## config.mk

```make
export PLATFORM = sky130hd
export DESIGN_NAME = branch_predictor
export DESIGN_NICKNAME = d
export VERILOG_FILES = /design/src/rtl/branch_predictor.sv
export SDC_FILE = /design/constraint.sdc
export NUM_CORES = 1
export LEC_CHECK = 0
export BUFFER_PORTS_ARGS = -buffer_cell sky130_fd_sc_hd__buf_4
export CELL_PAD_IN_SITES_DETAIL_PLACEMENT = 0
export CELL_PAD_IN_SITES_GLOBAL_PLACEMENT = 1
export CORE_UTILIZATION = 36
export DETAILED_ROUTE_END_ITERATION = 16
export PLACE_DENSITY_LB_ADDON = 0.2
export SYNTH_ARGS = -nofsm -noshare
export SYNTH_HDL_FRONTEND = slang
export SYNTH_SLANG_ARGS = --single-unit
```

## constraint.sdc

```tcl
create_clock -name clk -period 3.1 [get_ports clk]
set_input_delay 0.31 -clock clk [delete_from_list [all_inputs] [get_ports clk]]
set_output_delay 0.31 -clock clk [all_outputs]
set_load 0.1 [all_outputs]
```

## src/rtl/branch_predictor.sv

```systemverilog
// Bimodal branch predictor: a PC-indexed table of 2-bit saturating counters
// predicts in IF. Each prediction travels through IF/ID and ID/EX, and the
// counter is trained when the branch resolves in EX.
module branch_predictor #(
    parameter int IDX_BITS = 4,
    parameter int ADDR_W   = 32
) (
    input  logic              clk,
    input  logic              rst_n,
    input  logic [ADDR_W-1:0] IF_pc,
    input  logic              IF_is_branch,
    input  logic [ADDR_W-1:0] IF_target,
    input  logic              stall,
    input  logic              flush,
    input  logic              EX_resolve,
    input  logic              EX_taken,
    output logic              pred_taken,
    output logic [ADDR_W-1:0] pred_next_pc,
    output logic              EX_feedback_valid,
    output logic              EX_prediction_incorrect
);

    localparam int unsigned ENTRIES = 1 << IDX_BITS;

    logic [1:0]          cnt [ENTRIES];
    logic [IDX_BITS-1:0] idx;
    logic [ADDR_W-1:0]   pc_plus4;

    logic                if_id_valid;
    logic                if_id_pred;
    logic [IDX_BITS-1:0] if_id_idx;
    logic                id_ex_valid;
    logic                id_ex_pred;
    logic [IDX_BITS-1:0] id_ex_idx;

    // IF-stage prediction and EX-stage feedback; table read has no bypass
    always_comb begin
        idx                     = IF_pc[IDX_BITS+1:2];
        pc_plus4                = IF_pc + ADDR_W'(4);
        pred_taken              = IF_is_branch & cnt[idx][1];
        pred_next_pc            = pred_taken ? IF_target : pc_plus4;
        EX_feedback_valid       = EX_resolve & id_ex_valid & ~stall;
        EX_prediction_incorrect = EX_feedback_valid & (EX_taken != id_ex_pred);
    end

    // Carry each prediction alongside its instruction; stall overrides flush
    always_ff @(posedge clk or negedge rst_n) begin
        if (!rst_n) begin
            if_id_valid <= 1'b0;
            if_id_pred  <= 1'b0;
            if_id_idx   <= '0;
            id_ex_valid <= 1'b0;
            id_ex_pred  <= 1'b0;
            id_ex_idx   <= '0;
        end else if (!stall) begin
            if (flush) begin
                if_id_valid <= 1'b0;
                id_ex_valid <= 1'b0;
            end else begin
                if_id_valid <= IF_is_branch;
                if_id_pred  <= pred_taken;
                if_id_idx   <= idx;
                id_ex_valid <= if_id_valid;
                id_ex_pred  <= if_id_pred;
                id_ex_idx   <= if_id_idx;
            end
        end
    end

    // Train the resolved branch's counter, saturating at both ends
    always_ff @(posedge clk or negedge rst_n) begin
        if (!rst_n) begin
            for (int unsigned i = 0; i < ENTRIES; i++) begin
                cnt[i] <= 2'b01;
            end
        end else if (EX_feedback_valid) begin
            if (EX_taken) begin
                if (cnt[id_ex_idx] != 2'b11) begin
                    cnt[id_ex_idx] <= cnt[id_ex_idx] + 2'd1;
                end
            end else begin
                if (cnt[id_ex_idx] != 2'b00) begin
                    cnt[id_ex_idx] <= cnt[id_ex_idx] - 2'd1;
                end
            end
        end
    end

endmodule

```

---- After elaboration in Yosys (flattened, before gate mapping) ----
Cells that the tools add are included.
word-level totals
  flip-flop bits (word level) ............. 44
operators by class
  add/subtract/negate cells ............... 3
  $lt $le $gt $ge ......................... 3
  eq/ne operators ......................... 3
  multiplexer cells ....................... 16
  bitwise logic cells ..................... 8
  reduce and logical (&&, ||, !) cells .... 5
operator list
  cell                     number
  $mux W32                 4
  $bwmux W32               2
  $add A32 B3 Y32 const B  1
  $bmux W2 S4              2
  $ge A5 B5 Y1 const B     2
  $mux W2                  5
  $not A4 Y5               2
  $demux W2 S4             1
  $lt A5 B1 Y1 const B     1
  $and A1 B1 Y1            4
  $reduce_bool A2 Y1       2
  $reduce_and A3 Y1        1
  $add A2 B1 Y2 const B    1
  $mux W1                  2
  $ne A2 B1 Y1 const B     1
  $ne A2 B2 Y1 const B     1
  $not A1 Y1               2
  $reduce_and A2 Y1        1
  $sub A2 B1 Y2 const B    1
  $logic_and A1 B1 Y1      1
  $ne A1 B1 Y1             1

---- Depth between registers and ports, before layout ----
Gate-level depths: netlist of run 1.
  depth after elaboration ................. 8
  gate-level depth with buffers ........... 13
  depth with buffers taken out ............ 11

---- Least setup slack after synthesis of run 1 ----
Ideal clock, no wire load.
  path type ............................... input to output
  start ................................... in IF_pc[2]
  end ..................................... out pred_next_pc[2]
  arrival time ............................ 2.873 ns
  data required time ...................... 2.790 ns
  slack ................................... -0.083 ns
  stages on the path ...................... 8
  path buffers ............................ 3
  path through ............................ buf_6 and2b_2 a221oi_2 a22oi_2 nand2b_4 buf_12 buf_12 a21oi_1
between the ends
  word-level cells in the longest chain between the ends .. 6
RTL lines
  item                                                     RTL line  RTL
  start: declaration                                       10        input logic [ADDR_W-1:0] IF_pc,
  branches (longest 5 deep; another with $add A32 B3 Y32)  -
  $mux W32 *                                               41        pred_next_pc = pred_taken ? IF_target : pc_plus4;
  end: declaration                                         18        output logic [ADDR_W-1:0] pred_next_pc,
Every way passes the cells marked *. The select of a mux whose other input is x is not followed.

---- Final worst setup path of run 1 ----
  start ................................... reg id_ex_idx[0]
  end ..................................... reg cnt[23] (netlist bit)
between the ends
  word-level cells in the longest chain between the ends .. 8
RTL lines
  item                                                                  RTL line  RTL
  start: declaration                                                    34        logic [IDX_BITS-1:0] id_ex_idx;
  start signal: assignment                                              65        id_ex_idx <= if_id_idx;
  $not A4 Y5 (not written as such) *                                    -
  $bmux W2 S4, or another cell as far along                             -
  $mux W2 (not written as such) or $logic_and A1 B1 Y1 (tied branches)  -
  $mux W2 (on tied branches)                                            -
  $sub A2 B1 Y2, or another cell as far along                           83        cnt[id_ex_idx] <= cnt[id_ex_idx] - 2'd1;
  $bwmux W32 (on tied branches)                                         83, 79
  $mux W32 (on tied branches)                                           82, 78
  $mux W32                                                              77        if (EX_taken) begin
  end signal: indexed assignment                                        79        cnt[id_ex_idx] <= cnt[id_ex_idx] + 2'd1;
  end signal: indexed assignment                                        83
  end: declaration                                                      25        logic [1:0] cnt [ENTRIES];
Every way passes the cells marked *; elsewhere a longest branch is shown, timed or not. The select of a mux whose other input is x is not followed.
A chain may end at the register's enable or synchronous reset.

==> flow_summary.rst, run 1 <==
.. list-table::
   :header-rows: 1

   * - Metric
     - Value
   * - Cell occurring most often along the worst timing path
     - sky130_fd_sc_hd__mux4_2
   * - Number of nets in the final layout
     - 486
   * - Count of inserted antenna diode cells
     - 0
   * - Number of buffers inserted during clock tree synthesis
     - 5
   * - Library cell with the highest instance count after synthesis
     - sky130_fd_sc_hd__mux2_2
   * - Cell type with the highest aggregate area in the netlist
     - sky130_fd_sc_hd__dfrtp_1
   * - Critical path cell sequence
     - buf_4 -> mux4_2 -> mux4_2 -> ha_2 -> mux2i_2 -> nand2_1 -> or4_1 -> mux2_2
   * - Nets in the synthesized netlist
     - 366
   * - CP Max Fanout
     - 5
   * - Post-synthesis instance area
     - 3390 um2
   * - Via count of the first global-routing pass
     - 2635
   * - Count of endpoints failing hold in the final timing report
     - 0
   * - Clock transition time at the flip-flop clock pins of the worst setup and hold paths
     - 0.08 ns
   * - Required time at the endpoint of the critical path
     - 3.29 ns
   * - Design area
     - 4460 um2
   * - Cell family contributing the most delay on the critical path
     - multiplexers
   * - Worst Tran Pin Value
     - 0.790 ns
   * - Worst vdd rail ir drop
     - 0.000272 V
   * - Element type at the critical path end
     - flop
   * - Proportion of layout cells with a drive suffix above 1
     - 60.3%
   * - Placer's final routability congestion estimate
     - 0.816
   * - Post-synthesis sequential area ratio
     - 33.1%
   * - Vias
     - 2700
   * - Initial DRC Count
     - 64
   * - Yosys synthesis warning count
     - 0
   * - Die area
     - 9800 um2
   * - Max-cap violation count
     - 0
   * - H-Tree Depth
     - 2
   * - Final worst clock skew
     - 0.00519 ns
   * - Worst Path Buf+Inv
     - 1
   * - Per-instance average area after synthesis
     - 11.6 um2
   * - Sum of routed wire length over all layers
     - 8640 um
   * - Global-route wire length before repair
     - 13700 um
   * - Cell leakage power
     - 2.08 nW
   * - # clock sinks
     - 44
   * - Flip-flop cell with the highest count after synthesis
     - sky130_fd_sc_hd__dfrtp_1
   * - First-pass DRT Iterations
     - 4
   * - Number of hold buffers added after CTS
     - 0
   * - CP Class
     - flop to flop
   * - Post-route core utilization
     - 48.5%
   * - Critical Path Source Type
     - flop
   * - Total congestion overflow
     - 0
   * - Largest stage delay on the critical path
     - 0.54 ns
   * - DR WL/cell
     - 16.5 um
   * - Top cell types by occurrence after synthesis
     - sky130_fd_sc_hd__mux2_2 (50), sky130_fd_sc_hd__dfrtp_1 (28), sky130_fd_sc_hd__xnor2_1 (27)
   * - Area of placed instances
     - 4310 um2
   * - Max frequency
     - 331 MHz
   * - Power per cell area
     - 448 nW/um2
   * - Core area
     - 9200 um2
   * - Tot Pwr
     - 2.00 mW
   * - Vertical die dimension
     - 99.0 um
   * - Number of fill cells
     - 860
   * - Yosys top cell area share
     - 20.7%
   * - Cell types with the largest area share after synthesis
     - sky130_fd_sc_hd__dfrtp_1 (21%), sky130_fd_sc_hd__mux2_2 (17%), sky130_fd_sc_hd__dfstp_2 (12%), sky130_fd_sc_hd__mux2_4 (12%), sky130_fd_sc_hd__xnor2_1 (7.0%)
   * - Total negative setup slack
     - 0 ns
   * - Clk Latency, worst-skew pair
     - 0.29 ns
   * - Antenna violations before repair
     - 0
   * - Relative slew slack
     - 47.1%
   * - Effective utilization at floorplan
     - 36.8%
   * - Buffer type at the clock tree root
     - sky130_fd_sc_hd__clkbuf_8
   * - Cell with the largest stage delay on the worst path
     - sky130_fd_sc_hd__or4_1
   * - Number of flops mapped to enable cells by yosys
     - 0
   * - Die width
     - 99.0 um
   * - Area added between synthesis and finish
     - 31.9%
   * - CTS tree
     - done
   * - Count of unique library cells instantiated by Yosys
     - 43
   * - DP HPWL
     - 6760 um
   * - Post-route insts no fill
     - 524
   * - Crit share post-route
     - 97.4%
   * - Antenna Violating Nets Remaining
     - 0
   * - Final routed DRC violation total
     - 0
   * - Post-placement cell count
     - 508
   * - Post-layout minimum cycle time
     - 3.02 ns
   * - Largest net degree at the start of global routing
     - 45
   * - Maximum count of clock buffers along a single path
     - 2
   * - Synth Register Bits
     - 44
   * - Async set-reset flop share out of synthesis
     - 100%
   * - # setup viols final
     - 0
   * - Path class of the lowest-slack min-delay path
     - primary input to async pin
   * - Max-slew violation count
     - 0
   * - Top Ports
     - 106
   * - Status
     - complete, no violations
   * - Data arrival time of the critical path
     - 3.21 ns
   * - Count of port buffers added during placement
     - 105
   * - Total track usage
     - 17.8%
   * - Std-Cell Rows
     - 35
   * - Vias per inst
     - 5.15
   * - Instance count of the mapped netlist
     - 292
## final timing paths
check,from,to,slack (ns),cells after the start
setup / recovery,id_ex_idx[0]$_DFFE_PN0P_,cnt[23]$_DFFE_PN0P_,0.08,8
hold / removal,rst_n,cnt[17]$_DFFE_PN0P_,0.006,1
setup reg to reg,id_ex_idx[0]$_DFFE_PN0P_,cnt[23]$_DFFE_PN0P_,0.08,8
hold reg to reg,if_id_valid$_DFFE_PN0N_,if_id_valid$_DFFE_PN0N_,0.49,2
max in group asynchronous,rst_n,id_ex_idx[0]$_DFFE_PN0P_,2.70,1
min in group clk,flush,if_id_pred$_DFFE_PN0P_,0.23,2
## layout by cell type, fill, tap and decap left out, drive strengths merged, types with 6 or more instances in the layout
master / n
buf: 128
clkbuf: 7
dfrtp: 28
dfstp: 16
inv: 6
mux2: 76
mux2i: 8
mux4: 8
nand2: 16
nand2b: 7
nand3: 16
nand4: 12
nor2: 13
o21ai: 6
xnor2: 27
## report_power, final
| group | total, mW | internal, mW | switching (mW) |
|---|---|---|---|
| clock network | 0.356 | 0.161 | 0.195 |
| registers | 0.733 | 0.659 | 0.0736 |
| logic | 0.912 | 0.376 | 0.536 |
## what timing repair did
action	4_1_cts	5_1_grt
endpoints found under the setup margin	21	53
gates resized for setup	2	4
pin swaps	0	2
buffers inserted	0	8
## kinds of logic (layout without fill, tap and decap cells)
logic type | Yosys count | in the layout | synth area share [%]
compound gates | 14 | 14 | 2.96
buf+inv | 21 | 142 | 4.77
simple gates | 88 | 88 | 14.4
fa+ha+maj | 3 | 3 | 1.11
flops | 44 | 44 | 33.1
mux | 92 | 92 | 35.8
xor+xnor | 30 | 30 | 7.76
## area by class of cell
cell class | instances | area, um2 | area share (%)
clock inverter | 1 | 8.76 | 0.196
inverter | 6 | 22.5 | 0.504
clock buffer | 7 | 76.3 | 1.71
multi-input combinational | 227 | 2120 | 47.5
timing repair buffer | 128 | 973 | 21.8
sequential | 44 | 1120 | 25.1
tap | 111 | 139 | 3.11
## layer usage
layer  vias to the layer above  share of wire (%)  GRT usage, %  wire length [um]
li1                       1298                  -             -                 -
met1                      1320                 43          22.3              3740
met2                        75                 51          32.3              4420
met3                         7                4.6          2.48               395
met4                         0               0.91          3.79                79
met5                         -                  0             0                 0
## metrics by stage
step / setup slack [ns] / hold slack (ns)
finish: 0.0811 / 0.00561
global route: -0.00806 / 0.0393
CTS: 0.00700 / 0.00977
detailed placement: -0.110 / 0.334
global placement: -0.0679 / 0.329
floorplan: 0.0846 / 0.0144
No activity file was read; power rests on OpenSTA's default activity.
==> run 2: changes to the inputs <==
CORE_UTILIZATION = 30   (was 36)
==> run 2 against run 1 <==
  * Clock power increased by 45%
  * Sequential share of layout area down 0.50 points
  * Non-clock buffer count decreased by 3
  * Sequential power hardly changed
  * Combinational power barely moved
  * Sequential cell count did not move
  * Die area up 20%
  * Global-route usage is 2.3 points lower
  * Critical path depth stayed put
  * Register-to-register slack barely moved
  * Largest cell class unchanged
  * Largest power group unchanged
==> flow_summary.rst, run 2 (synthesis gave the netlist of run 1 again) <==
.. list-table::
   :header-rows: 1

   * - Metric
     - Value
   * - Status
     - complete, no violations (unchanged)
   * - # clock sinks
     - 44 (unchanged)
   * - Worst Tran Pin Value
     - 0.910 ns (was 0.790 ns)
   * - Required time at the endpoint of the critical path
     - 3.27 ns (was 3.29 ns)
   * - Number of nets in the final layout
     - 483 (was 486)
   * - Relative slew slack
     - 39.1% (was 47.1%)
   * - Area added between synthesis and finish
     - 34.5% (was 31.9%)
   * - Count of inserted antenna diode cells
     - 0 (unchanged)
   * - Max frequency
     - 331 MHz (about the same)
   * - Antenna Violating Nets Remaining
     - 0 (unchanged)
   * - Via count of the first global-routing pass
     - 2694 (was 2635)
   * - Sum of routed wire length over all layers
     - 8900 um (was 8640 um)
   * - Post-layout minimum cycle time
     - 3.02 ns (about the same)
   * - Proportion of layout cells with a drive suffix above 1
     - 61.0% (was 60.3%)
   * - CP Class
     - flop to flop (unchanged)
   * - Power per cell area
     - 474 nW/um2 (was 448 nW/um2)
   * - Die width
     - 108 um (was 99.0 um)
   * - CTS tree
     - done (unchanged)
   * - Launch instance of the worst register-to-register path
     - id_ex_idx[0]$_DFFE_PN0P_ (unchanged)
   * - Commonest cells after routing, fill and taps aside
     - sky130_fd_sc_hd__buf_4 (123), sky130_fd_sc_hd__mux2_2 (50), sky130_fd_sc_hd__xnor2_1 (27), sky130_fd_sc_hd__dfrtp_1 (27), sky130_fd_sc_hd__mux2_4 (26) (was sky130_fd_sc_hd__buf_4 (127), sky130_fd_sc_hd__mux2_2 (50), sky130_fd_sc_hd__xnor2_1 (27), sky130_fd_sc_hd__dfrtp_1 (27), sky130_fd_sc_hd__mux2_4 (26))
   * - Final worst clock skew
     - 0.00661 ns (was 0.00519 ns)
   * - Std-Cell Rows
     - 38 (was 35)
   * - Effective utilization at floorplan
     - 31.0% (was 36.8%)
   * - Element type at the critical path end
     - flop (unchanged)
   * - Cell leakage power
     - 2.10 nW (was 2.08 nW)
   * - Max-cap violation count
     - 0 (unchanged)
   * - Data arrival time of the critical path
     - 3.18 ns (was 3.21 ns)
   * - Initial DRC Count
     - 89 (was 64)
   * - Worst setup slack after placement
     - -0.113 ns (was -0.110 ns)
   * - Commonest non-fill, non-tap cell in the layout
     - sky130_fd_sc_hd__buf_4 (unchanged)
   * - Max-slew violation count
     - 0 (unchanged)
   * - Buffer type at the clock tree root
     - sky130_fd_sc_hd__clkbuf_16 (was sky130_fd_sc_hd__clkbuf_8)
   * - Crit share post-route
     - 97.3% (was 97.4%)
   * - Vias
     - 2670 (was 2700)
   * - Startpoint of the worst setup timing path
     - id_ex_idx[0]$_DFFE_PN0P_ (unchanged)
   * - Register cell area after layout
     - 1120 um2 (unchanged)
   * - Largest net degree at the start of global routing
     - 45 (unchanged)
   * - Vertical die dimension
     - 108 um (was 99.0 um)
   * - CP Max Fanout
     - 6 (was 5)
   * - Global-route wire length before repair
     - 14100 um (was 13700 um)
   * - Total congestion overflow
     - 0 (unchanged)
   * - First-pass DRT Iterations
     - 4 (unchanged)
   * - Number of buffers inserted during clock tree synthesis
     - 5 (unchanged)
   * - Setup repair after global routing missed its margin
     - false
   * - H-Tree Depth
     - 2 (unchanged)
   * - Path class of the lowest-slack min-delay path
     - primary input to async pin (unchanged)
   * - Least setup slack across all paths after layout
     - 0.0831 ns (was 0.0811 ns)
   * - # setup viols final
     - 0 (unchanged)
   * - Clk Latency, worst-skew pair
     - 0.29 ns (about the same)
   * - Maximum count of clock buffers along a single path
     - 2 (unchanged)
   * - Count of port buffers added during placement
     - 105 (unchanged)
   * - Core area
     - 10900 um2 (was 9200 um2)
   * - Count of endpoints failing hold in the final timing report
     - 0 (unchanged)
   * - Total track usage
     - 15.5% (was 17.8%)
   * - DR WL/cell
     - 16.2 um (was 16.5 um)
   * - Area taken by multi-input logic gates
     - 2140 um2 (was 2120 um2)
   * - Worst vdd rail ir drop
     - 0.000214 V (was 0.000272 V)
   * - Post-route insts no fill
     - 550 (was 524)
   * - Vias per inst
     - 4.85 (was 5.15)
   * - Top Ports
     - 106 (unchanged)
   * - Number of hold buffers added after CTS
     - 0 (unchanged)
   * - Post-route core utilization
     - 41.6% (was 48.5%)
   * - Critical Path Source Type
     - flop (unchanged)
   * - DP HPWL
     - 7090 um (was 6760 um)
   * - Number of fill cells
     - 1074 (was 860)
   * - Post-placement cell count
     - 538 (was 508)
   * - Placer's final routability congestion estimate
     - 0.750 (was 0.816)
   * - Die area
     - 11700 um2 (was 9800 um2)
   * - Antenna violations before repair
     - 0 (unchanged)
   * - Clock transition time at the flip-flop clock pins of the worst setup and hold paths
     - 0.06 ns (was 0.08 ns)
   * - Total negative setup slack
     - 0 ns (unchanged)
   * - Final routed DRC violation total
     - 0 (unchanged)
-- run 2: report_power, final --
group	leakage [nW]	total, mW	switching (mW)	internal (mW)
clock	0.0669	0.515	0.218	0.297
combinational	1.50	0.914	0.538	0.376
sequential	0.534	0.730	0.0694	0.660
total	2.10	2.16	0.825	1.33
-- run 2: area by class of cell --
class / instances / area share (%)
flip-flops and latches: 44 / 24.6
repair buffers: 125 / 21.0
multi-input cells: 227 / 47.0
clock inverters: 2 / 0.275
well taps: 140 / 3.85
clock buffers: 6 / 2.83
inverters: 6 / 0.495
-- run 2: routing by layer --
metal | wire length, um | track usage, % | vias to the layer above
met5 | 0 | 0 | -
met4 | 63 | 3.52 | 0
met3 | 447 | 2.89 | 7
met2 | 4210 | 24.8 | 58
met1 | 4170 | 21.5 | 1303
li1 | - | - | 1302
-- run 2: worst max-delay path: stages (launching register included) --
cell                      delay, ns
sky130_fd_sc_hd__dfrtp_2       0.42
sky130_fd_sc_hd__buf_4         0.13
sky130_fd_sc_hd__mux4_2        0.49
sky130_fd_sc_hd__mux4_2        0.51
sky130_fd_sc_hd__ha_1          0.25
sky130_fd_sc_hd__mux2i_4       0.20
sky130_fd_sc_hd__nand2_2       0.11
sky130_fd_sc_hd__or4_4         0.50
sky130_fd_sc_hd__mux2_2        0.29
-- run 2: timing repair --
| item | 4_1_cts | 5_1_grt |
|---|---|---|
| hold endpoints to repair | 0 | 0 |
| buffers inserted | 0 | 4 |
| gates resized for setup | 3 | 6 |
| endpoints found under the setup margin | 18 | 20 |
-- run 2: per-stage QoR --
step,total power [mW],cell area [um2],hold WS (ns)
after floorplan,1.36,3390,0.0144
after global placement,1.62,4350,0.345
after detailed placement,1.62,4350,0.350
after CTS,2.15,4500,0.0403
after global routing,2.27,4550,0.0544
final,2.16,4550,0.0241
-- run 2: final timing paths --
kind | end | slack (ns) | cells past startpoint
worst max-delay path | cnt[23]$_DFFE_PN0P_ | 0.08 | 8
worst min-delay path | cnt[11]$_DFFE_PN0P_ | 0.02 | 1
worst max register to register | cnt[23]$_DFFE_PN0P_ | 0.08 | 8
worst min register to register | if_id_valid$_DFFE_PN0N_ | 0.49 | 2
max in group asynchronous | id_ex_idx[0]$_DFFE_PN0P_ | 2.67 | 1
min in group clk | if_id_pred$_DFFE_PN0P_ | 0.23 | 2
